<file path="src/rtl/bit_injector.sv">
// Bit-serial replacement-data injector. Arms with a word and a lane mask, then
// at the next frame start shifts the word out MSB first, one bit per edge of
// the synchronized bus clock. The word is replicated on every lane and the
// lane mask drives the per-lane select of the downstream output multiplexer.
module bit_injector #(
  parameter int WIDTH            = 4,
  parameter int DATA_BITS        = 8,
  parameter int SHIFT_ON_FALLING = 1
) (
  input  logic                 sys_clk,
  input  logic                 rst,
  input  logic [DATA_BITS-1:0] data_in,
  input  logic [WIDTH-1:0]     lane_mask,
  input  logic                 data_valid,
  output logic                 data_ready,
  input  logic                 frame_active,
  input  logic                 bus_clk,
  output logic [WIDTH-1:0]     fake_line,
  output logic [WIDTH-1:0]     select_line,
  output logic                 busy,
  output logic                 done_pulse,
  output logic                 abort_pulse
);

  localparam int CNT_W = $clog2(DATA_BITS + 1);
  // Counter value seen in the cycle of the final (completing) shift edge.
  localparam logic [CNT_W-1:0] LAST_CNT = CNT_W'(DATA_BITS - 1);

  localparam logic [1:0] ST_IDLE  = 2'd0;
  localparam logic [1:0] ST_ARMED = 2'd1;
  localparam logic [1:0] ST_SHIFT = 2'd2;
  localparam logic [1:0] ST_DONE  = 2'd3;

  logic [1:0]           r_state;
  logic                 r_bus_clk_q;
  logic                 r_frame_q;
  logic [DATA_BITS-1:0] r_shift;
  logic [WIDTH-1:0]     r_mask;
  logic [CNT_W-1:0]     r_cnt;
  logic [WIDTH-1:0]     r_fake;
  logic [WIDTH-1:0]     r_select;
  logic                 r_busy;
  logic                 r_done;
  logic                 r_abort;

  logic w_shift_edge;
  logic w_frame_start;
  logic w_last_edge;

  // Edge detection against the one-cycle-old copies of the synchronized inputs.
  assign w_shift_edge  = (SHIFT_ON_FALLING != 0) ? (~bus_clk & r_bus_clk_q)
                                                 : (bus_clk & ~r_bus_clk_q);
  assign w_frame_start = frame_active & ~r_frame_q;
  assign w_last_edge   = w_shift_edge && (r_cnt == LAST_CNT);

  // Ready is a pure state decode so a load can be accepted in the first IDLE cycle.
  assign data_ready  = (r_state == ST_IDLE);
  assign fake_line   = r_fake;
  assign select_line = r_select;
  assign busy        = r_busy;
  assign done_pulse  = r_done;
  assign abort_pulse = r_abort;

  // Input history registers for edge detection.
  always_ff @(posedge sys_clk) begin
    // NOTE: sequential state uses non-blocking assignments so every register
    // samples pre-edge values regardless of statement order.
    if (rst) begin
      r_bus_clk_q <= 1'b0;
      r_frame_q   <= 1'b0;
    end else begin
      r_bus_clk_q <= bus_clk;
      r_frame_q   <= frame_active;
    end
  end

  // Control FSM plus the registered datapath it steers.
  always_ff @(posedge sys_clk) begin
    if (rst) begin
      // NOTE: the word and mask registers are reset too; they are small and a
      // known value after reset keeps post-reset behaviour fully deterministic.
      r_state  <= ST_IDLE;
      r_shift  <= '0;
      r_mask   <= '0;
      r_cnt    <= '0;
      r_fake   <= '0;
      r_select <= '0;
      r_busy   <= 1'b0;
      r_done   <= 1'b0;
      r_abort  <= 1'b0;
    end else begin
      // Pulses last exactly one cycle unless re-asserted below.
      r_done  <= 1'b0;
      r_abort <= 1'b0;

      case (r_state)
        ST_IDLE: begin
          // Any frame start seen in this cycle is deliberately ignored.
          if (data_valid) begin
            r_shift <= data_in;
            r_mask  <= lane_mask;
            r_cnt   <= '0;
            r_busy  <= 1'b1;
            r_state <= ST_ARMED;
          end
        end

        ST_ARMED: begin
          // Only a fresh 0->1 frame transition starts injection, never a frame
          // that was already running when the word was loaded.
          if (w_frame_start) begin
            r_select <= r_mask;
            r_fake   <= {WIDTH{r_shift[DATA_BITS-1]}};
            r_state  <= ST_SHIFT;
          end
        end

        ST_SHIFT: begin
          if (w_last_edge) begin
            // Completion has priority over a simultaneous frame end.
            r_cnt    <= r_cnt + CNT_W'(1);
            r_shift  <= {r_shift[DATA_BITS-2:0], 1'b0};
            r_select <= '0;
            r_fake   <= '0;
            r_busy   <= 1'b0;
            r_done   <= 1'b1;
            r_state  <= ST_DONE;
          end else if (!frame_active) begin
            r_select <= '0;
            r_fake   <= '0;
            r_busy   <= 1'b0;
            r_abort  <= 1'b1;
            r_state  <= ST_IDLE;
          end else if (w_shift_edge) begin
            r_cnt   <= r_cnt + CNT_W'(1);
            r_shift <= {r_shift[DATA_BITS-2:0], 1'b0};
            r_fake  <= {WIDTH{r_shift[DATA_BITS-2]}};
          end
        end

        ST_DONE: begin
          r_state <= ST_IDLE;
        end

        default: begin
          r_state  <= ST_IDLE;
          r_select <= '0;
          r_fake   <= '0;
          r_busy   <= 1'b0;
        end
      endcase
    end
  end

endmodule

</file>
<file path="config.mk">
export PLATFORM = sky130hd
export DESIGN_NAME = bit_injector
export DESIGN_NICKNAME = d
export VERILOG_FILES = /design/src/rtl/bit_injector.sv
export SDC_FILE = /design/constraint.sdc
export NUM_CORES = 1
export LEC_CHECK = 0
export CAP_MARGIN = 20
export CORE_MARGIN = 1
export CORE_UTILIZATION = 56
export CTS_BUF_LIST = sky130_fd_sc_hd__clkbuf_8
export DETAILED_ROUTE_END_ITERATION = 10
export PLACE_DENSITY = 0.84
export REMOVE_ABC_BUFFERS = 1
export SLEW_MARGIN = 20
export SYNTH_ARGS = -nofsm -noshare
export SYNTH_HDL_FRONTEND = slang
export SYNTH_SLANG_ARGS = --single-unit
</file>
<file path="constraint.sdc">
create_clock -name sys_clk -period 4.9 [get_ports sys_clk]
set_input_delay 0.49 -clock sys_clk [delete_from_list [all_inputs] [get_ports sys_clk]]
set_output_delay 0.49 -clock sys_clk [all_outputs]
set_load 0.01 [all_outputs]
</file>
==> results.ini, run 1 <==
[yosys]
netlist_instances=148
synth_edf_count=0
synth_seq_cells=28
seq_area_frac_synth_pct=41.83
synth_area_um2=1340
synth_area_leaders=dfxtp_1, mux2i_1, a21oi_1, ha_1, nand2_1
synthesis.area_per_instance_um2=9.054
synthFlopType=dfxtp_1
synth_top_area_share_pct=41.83
synthArstFlopShare_pct=0
yosys.cell_count.top_type=dfxtp_1
synth_top_cells_by_count=dfxtp_1, nand2_1, a21oi_1, nor2_1, nand3_1
yosys.area.top_type=dfxtp_1
yosysWarnings=0
yosysUniqueCellTypes=41

[hold_path]
hold_class=flop to flop
hold-path-endpoint=select_line[1]$_SDFFE_PP0P_
min_from=select_line[1]$_SDFFE_PP0P_
hold_depth=2

[grt]
grt_usage_pct=24.81
antenna_found_initial=0
grt_pass1_vias=1054
grt_overflow=0
grt_max_degree=30
grt_pass1_wl_um=4761

[cts]
cts_root_buf=clkbuf_8
cts_buffers=3
cts_buffer_depth=2
cts_tree=done
clkTransAtPathRegs_ns=0.09
cts_resized=0
htree_levels=1
cts-hold-fix-buffers=0
clk_latency_ns=0.28
post_cts_buffers=0
clock_sinks=28

[floorplanning]
core-area_um2=2233
die_w_um=50.92
die_area_um2=2592
io_pins=29
chipHeight_um=50.92
start_util_pct=60.00
std_cell_rows=17

[route]
vias_per_cell=5.772
num_vias=1137
postRouteWirelength_um=2826
drtAntennaViolNets=0
route.detailed.drc=0
drt_pass1_iterations=4
drtIter0Drc=24
wire_per_inst_um=14.35

[critical_path]
critPathLaunchType=flop
end_kind=flop
worstSetupPathType=flop to flop
r2r-end=r_shift[3]$_SDFFE_PP0P_
reg2reg_depth=7
worstPathRequired_ns=5.07
cp.arrival_ns=2.73
r2r-start=r_state[0]$_SDFFE_PP0P_
critPathMaxFanout=18
reg2reg_slack_ns=2.35

[sta]
period_minus_slack_ns=2.554
hold_viol=0
relSlewSlack_pct=27.74
period_share_pct=52.13
final.setup.tns_ns=0
finClkSkew_ns=0.006889
slew_violations=0
timing.fmax_mhz=391.5
rsz0062_at_grt=no
setup_viol=0
worstMarginPinSlew_ns=1.081

[placement]
placed_area_um2=1593
dp_hpwl_um=2057
gp_congestion=0.8108
io_buffers=28
dp_cells=194

[pwr]
power.density_nw_per_um2=477.2
peakVddDrop_uv=403.3
total_power_w=0.0007797
leakage_nw=0.5605

[layout]
insertedDiodeCount=0
fin_nets=193
final_core_util_pct=73.17
multi_input_area_um2=698.2
stdcell_count=197
drive_above_1_share_pct=9.467
seq_area_um2=560.5
final_area_um2=1634
nFillCells=172
syn2layout_area_growth_pct=21.94

[job]
maxCapViolations=0

[run_status]
status=completed

==> worst max-delay path by stage <==
stage / from / to / slack, ns / cells past startpoint
detailed placement: r_state[0]$_SDFFE_PP0P_ / r_shift[3]$_SDFFE_PP0P_ / 2.35 / 7
floorplan: r_state[0]$_SDFFE_PP0P_ / r_shift[7]$_SDFFE_PP0P_ / 2.75 / 7
global placement: r_state[0]$_SDFFE_PP0P_ / r_shift[7]$_SDFFE_PP0P_ / 2.52 / 7
finish: r_state[0]$_SDFFE_PP0P_ / r_shift[3]$_SDFFE_PP0P_ / 2.35 / 7
CTS: r_state[0]$_SDFFE_PP0P_ / r_shift[3]$_SDFFE_PP0P_ / 2.33 / 7
global route: r_state[0]$_SDFFE_PP0P_ / r_shift[7]$_SDFFE_PP0P_ / 2.10 / 7
==> metal layers <==
metal  global-route usage (%)  wire (um)  vias up
li1                         -          -      576
met1                    31.37       1335      530
met2                    41.23       1344       27
met3                    5.357        104        4
met4                    8.796         42        0
met5                        0          0        -
==> per-stage QoR <==
stage / worst slack (ns) / hold WS, ns
floorplan: 2.752 / 0.4306
global placement: 2.520 / 0.4395
CTS: 2.335 / 0.4638
detailed placement: 2.348 / 0.4504
global route: 2.104 / 0.4787
finish: 2.346 / 0.4599
==> cells in the final DEF, fill, tap and decap left out, drive strengths merged, types with 4 or more instances in the layout <==
cell,netlist,layout
dfxtp,28,28
clkdlybuf4s50,0,28
nand2,16,16
nor2,15,15
a21oi,14,14
nand3,9,9
a211oi,8,8
mux2i,7,7
ha,5,5
inv,5,5
nand4,4,4
nand2b,4,4
==> power breakdown <==
| part | leakage (nW) | switching (W) | total [W] | internal, W |
|---|---|---|---|---|
| registers | 0.229 | 0.0000272 | 0.000303 | 0.000275 |
| logic | 0.310 | 0.000202 | 0.000354 | 0.000152 |
| clock network | 0.0216 | 0.0000682 | 0.000123 | 0.0000552 |
| total | 0.560 | 0.000297 | 0.000780 | 0.000483 |
==> registers in the layout (all words and copies together), names as in the netlist <==
| signal | count |
|---|---|
| r_bus_clk_q | 1 |
| abort_pulse | 1 |
| busy | 1 |
| r_cnt | 4 |
| done_pulse | 1 |
| r_mask | 4 |
| r_shift | 8 |
| r_frame_q | 1 |
| fake_line | 1 |
| r_state | 2 |
| select_line | 4 |
==> cells by family after synthesis <==
family,count (synthesis),synth area share [%]
buffers and inverters,15,6.069
adder cells (fa/ha/maj),5,4.669
AND/OR/NAND/NOR,59,22.69
AO/OA/AOI/OAI,34,19.52
multiplexers,7,5.229
flip-flops,28,41.83
==> worst max-delay path: stages, from the launching register on <==
cell and delay (ns):
dfxtp_1 0.33, inv_1 0.13, ha_1 0.71, inv_2 0.25, o21a_1 0.30, a21oi_4 0.41
nor2_1 0.08, a211oi_1 0.24
==> area by class of cell <==
class | instances | area share, %
multi-input cells | 105 | 42.73
flip-flops and latches | 28 | 34.30
repair buffers | 28 | 17.15
clock buffers | 3 | 2.527
well taps | 28 | 2.144
inverters | 5 | 1.149
(Power assumes the default switching activity.)
==> run 2, diff against run 1 <==
--- a/config.mk
+++ b/config.mk
@@ -7,10 +7,10 @@
 export LEC_CHECK = 0
 export CAP_MARGIN = 20
 export CORE_MARGIN = 1
-export CORE_UTILIZATION = 56
+export CORE_UTILIZATION = 52
 export CTS_BUF_LIST = sky130_fd_sc_hd__clkbuf_8
 export DETAILED_ROUTE_END_ITERATION = 10
-export PLACE_DENSITY = 0.84
+export PLACE_DENSITY = 0.79
 export REMOVE_ABC_BUFFERS = 1
 export SLEW_MARGIN = 20
 export SYNTH_ARGS = -nofsm -noshare
==> constraint.sdc (replaced) <==
create_clock -name sys_clk -period 2.62 [get_ports sys_clk]
set_input_delay 0.262 -clock sys_clk [delete_from_list [all_inputs] [get_ports sys_clk]]
set_output_delay 0.262 -clock sys_clk [all_outputs]
set_load 0.01 [all_outputs]
==> results.ini, run 2 (synthesized netlist as in run 1, its figures left out) <==
[floorplanning]
start_util_pct=54.59
std_cell_rows=18
die_w_um=52.77
die_area_um2=2784
io_pins=29
core-area_um2=2455
chipHeight_um=52.77

[layout]
regMostFlops=r_shift
final_core_util_pct=68.14
largest_register_ff_count=8
multi_input_area_um2=698.2
fin_nets=196
seq_area_um2=560.5
syn2layout_area_growth_pct=24.84
final_area_um2=1673
mostFrequentLayoutCells=dfxtp_1, clkdlybuf4s50_1, nand2_1
drive_above_1_share_pct=11.56
nFillCells=207
insertedDiodeCount=0

[critical_path]
crit_chain=inv_1 > ha_1 > inv_2 > o21a_1 > a21oi_4 > nor2_1 > a211oi_1
cp.arrival_ns=2.24
critPathMaxFanout=18
reg2reg_depth=7
critPathLaunchType=flop
slowest_delay_ns=0.42
end_kind=flop
worstPathRequired_ns=2.81
reg2reg_slack_ns=0.57
cp_slowest_cell=a21oi_4
r2r-start=r_state[0]$_SDFFE_PP0P_
worstSetupPathType=flop to flop
r2r-end=r_shift[3]$_SDFFE_PP0P_

[cts]
cts-hold-fix-buffers=0
cts_buffers=3
cts_tree=done
post_cts_buffers=0
cts_resized=0
clk_latency_ns=0.28
htree_levels=1
clock_sinks=28
cts_buffer_depth=2
cts_root_buf=clkbuf_8
clkTransAtPathRegs_ns=0.10

[sta]
worstMarginPinSlew_ns=0.4855
period_share_pct=78.24
hold_viol=0
setup_viol=0
period_minus_slack_ns=2.050
finClkSkew_ns=0.006987
timing.fmax_mhz=487.8
slew_violations=0
final.setup.tns_ns=0
relSlewSlack_pct=67.56
postLayoutSetupSlackWorst_ns=0.5702
rsz0062_at_grt=no

[placement]
dp_hpwl_um=2084
gp_congestion=0.8182
post-place-ws_ns=0.6045
placed_area_um2=1618
io_buffers=28

[grt]
grt_usage_pct=24.20
gr-usage-met2_pct=40.72
grt_overflow=0
grt_pass1_wl_um=4919
antenna_found_initial=0
grt_use_met1_pct=30.63
grt_max_degree=19
grt_pass1_vias=1092
grt.busiest_layer=met2
use_met3_pct=3.188

[route]
wire_per_inst_um=13.91
route.detailed.drc=0
vias_per_cell=5.695
drtIter0Drc=18
drtAntennaViolNets=0
num_vias=1156
drt_pass1_iterations=4
postRouteWirelength_um=2824

[pwr]
peakVddDrop_uv=571.1
p_sw_w=0.0005618
power.density_nw_per_um2=897.2
clockPowerShare_pct=18.0
swShare_pct=37.43
power_frac_comb_pct=44.4
seqPwrFrac_pct=37.5
p_int_w=0.0009391
leakage_nw=0.5827

[hold_path]
hold_depth=2
hold_class=flop to flop
hold-path-endpoint=select_line[1]$_SDFFE_PP0P_
min_from=select_line[1]$_SDFFE_PP0P_

[job]
maxCapViolations=0

[run_status]
status=completed

run 2: power by group through the flow:
stage | Combinational [W] | Clock [W] | Sequential, W
final | 0.000667 | 0.000270 | 0.000564
after global routing | 0.000746 | 0.000283 | 0.000577
after CTS | 0.000671 | 0.000269 | 0.000564
after detailed placement | 0.000664 | 0 | 0.000574
after global placement | 0.000636 | 0 | 0.000571
after floorplan | 0.000440 | 0 | 0.000577
run 2: area by class of cell:
type	count	area share (%)
Tap cell	30	2.244
Inverter	5	1.122
Sequential cell	28	33.51
Clock buffer	4	3.291
Timing Repair Buffer	31	18.10
Multi-Input combinational cell	105	41.74
run 2: how the worst max path moves through the flow:
stage / from / endpoint / slack, ns
global placement: frame_active / r_state[0]$_SDFFE_PP0P_ / 0.69
detailed placement: data_valid / r_shift[2]$_SDFFE_PP0P_ / 0.60
floorplan: r_state[0]$_SDFFE_PP0P_ / r_shift[7]$_SDFFE_PP0P_ / 0.47
global route: r_state[0]$_SDFFE_PP0P_ / r_shift[7]$_SDFFE_PP0P_ / 0.32
finish: r_state[0]$_SDFFE_PP0P_ / r_shift[3]$_SDFFE_PP0P_ / 0.57
CTS: r_state[0]$_SDFFE_PP0P_ / r_shift[2]$_SDFFE_PP0P_ / 0.58
run 2: metrics by stage:
step / total power (W) / hold WS, ns / cells
after global placement: 0.001207 / 0.4424 / 199
after floorplan: 0.001017 / 0.3266 / 138
after global routing: 0.001606 / 0.4909 / 203
after detailed placement: 0.001238 / 0.4506 / 199
after CTS: 0.001505 / 0.4632 / 203
final: 0.001501 / 0.4632 / 203
run 2: layer usage:
layer	up-vias	share of wire, %
met3	5	4.0
met4	0	1.7
li1	578	-
met1	536	46
met2	37	49
met5	-	0
run 2: worst max-delay path, delay by kind of cell, from the launching register on:
family	cells	cell delay, ns
AO/OA/AOI/OAI	3	0.94
adder cells (fa/ha/maj)	1	0.32
buffers and inverters	2	0.28
flip-flops	1	0.33
AND/OR/NAND/NOR	1	0.09
==> run 3, diff against run 2 <==
==> constraint.sdc (replaced) <==
create_clock -name sys_clk -period 2 [get_ports sys_clk]
set_input_delay 0.2 -clock sys_clk [delete_from_list [all_inputs] [get_ports sys_clk]]
set_output_delay 0.2 -clock sys_clk [all_outputs]
set_load 0.01 [all_outputs]
==> results.ini, run 3 (synthesized netlist as in run 1, its figures left out) <==
[layout]
stdcell_count=207
fin_nets=200
drive_above_1_share_pct=14.12
largest_register_ff_count=8
insertedDiodeCount=0
regMostFlops=r_shift
syn2layout_area_growth_pct=28.20
mostFrequentLayoutCells=dfxtp_1, clkdlybuf4s50_1, nand2_1

[critical_path]
end_kind=primary output
critPathMaxFanout=6
cp.arrival_ns=1.69
r2r-end=r_shift[2]$_SDFFE_PP0P_
reg2reg_depth=8
r2r-start=r_state[0]$_SDFFE_PP0P_
critical_path.startpoint=r_state[0]$_SDFFE_PP0P_
crit_end=data_ready
worstSetupPathType=flop to primary output
critPathLaunchType=flop
reg2reg_slack_ns=0.18
worstPathRequired_ns=1.80

[job]
maxCapViolations=0

[route]
drt_pass1_iterations=4
postRouteWirelength_um=2865
drtIter0Drc=26
num_vias=1199
route.detailed.drc=0
drtAntennaViolNets=0
wire_per_inst_um=13.84
vias_per_cell=5.792

[pwr]
leakage_nw=0.6036
power.density_nw_per_um2=1188
peakVddDrop_uv=861.6

[grt]
grt_pass1_vias=1074
antenna_found_initial=0
grt_max_degree=18
grt_pass1_wl_um=4636
grt_overflow=0
grt_usage_pct=22.92

[cts]
cts-hold-fix-buffers=0
cts_tree=done
clkTransAtPathRegs_ns=0.09
cts_buffer_depth=2
cts_buffers=3
clk_latency_ns=0.28
htree_levels=1
cts_root_buf=clkbuf_8
clock_sinks=28

[sta]
timing.fmax_mhz=528.8
setup_viol=0
period_share_pct=94.56
final.setup.tns_ns=0
slew_violations=0
postLayoutSetupSlackWorst_ns=0.1088
worstMarginPinSlew_ns=0.3650
period_minus_slack_ns=1.891
rsz0062_at_grt=no
finClkSkew_ns=0.005277
hold_viol=0
relSlewSlack_pct=75.41

[hold_path]
hold_depth=2
hold_class=flop to flop

[placement]
dp_hpwl_um=2141
post-place-ws_ns=0.1156
dp_cells=203
io_buffers=28
gp_congestion=0.8100

[floorplanning]
die_w_um=52.77
core-area_um2=2455
die_area_um2=2784
chipHeight_um=52.77
io_pins=29
start_util_pct=54.59
std_cell_rows=18

[run_status]
status=completed

-- run 3: layer usage --
| metal | vias up | GRT usage (%) | routed length, um |
|---|---|---|---|
| met2 | 35 | 37.76 | 1452 |
| li1 | 591 | - | - |
| met1 | 568 | 28.82 | 1266 |
| met4 | 0 | 11.84 | 42 |
| met3 | 5 | 2.899 | 102 |
| met5 | - | 0 | 0 |
-- run 3: worst min path at each step --
stage                                start                          end  slack, ns
6_report       select_line[1]$_SDFFE_PP0P_  select_line[1]$_SDFFE_PP0P_       0.46
5_1_grt        select_line[1]$_SDFFE_PP0P_  select_line[1]$_SDFFE_PP0P_       0.48
4_1_cts        select_line[1]$_SDFFE_PP0P_  select_line[1]$_SDFFE_PP0P_       0.46
3_5_place_dp   select_line[1]$_SDFFE_PP0P_  select_line[1]$_SDFFE_PP0P_       0.45
3_3_place_gp   select_line[2]$_SDFFE_PP0P_  select_line[2]$_SDFFE_PP0P_       0.44
2_1_floorplan                          rst      r_shift[4]$_SDFFE_PP0P_       0.26
-- run 3: critical path: stages, from the launching register on --
cell and delay (ns):
dfxtp_1 0.32, inv_1 0.13, ha_1 0.26, buf_4 0.17, clkdlybuf4s50_1 0.53
-- run 3: what timing repair did --
item	4_1_cts	5_1_grt
endpoints found under the setup margin	0	3
buffers inserted	0	0
gates resized for setup	0	1
-- run 3: area by class of cell --
| type | instances | area, um2 |
|---|---|---|
| fillers | 184 | 737.0 |
| repair buffers | 35 | 345.3 |
| flip-flops and latches | 28 | 560.5 |
| inverters | 5 | 18.77 |
| multi-input cells | 105 | 700.7 |
| well taps | 30 | 37.54 |
| clock buffers | 4 | 55.05 |
-- run 3: where the power goes --
part	internal, W	switching [W]	leakage (nW)
sequential	0.000674	0.0000646	0.229
combinational	0.000444	0.000505	0.346
clock	0.000176	0.000178	0.0288
-- run 3: stage by stage --
step           hold slack, ns  utilization, %  area [um2]  total power [W]
2_1_floorplan          0.2646               -        1277         0.001332
3_3_place_gp           0.4434           67.64        1660         0.001659
3_5_place_dp           0.4477           67.64        1660         0.001693
4_1_cts                0.4609           69.88        1715         0.002044
5_1_grt                0.4815           69.98        1718         0.002184
6_report               0.4569           69.98        1718         0.002042
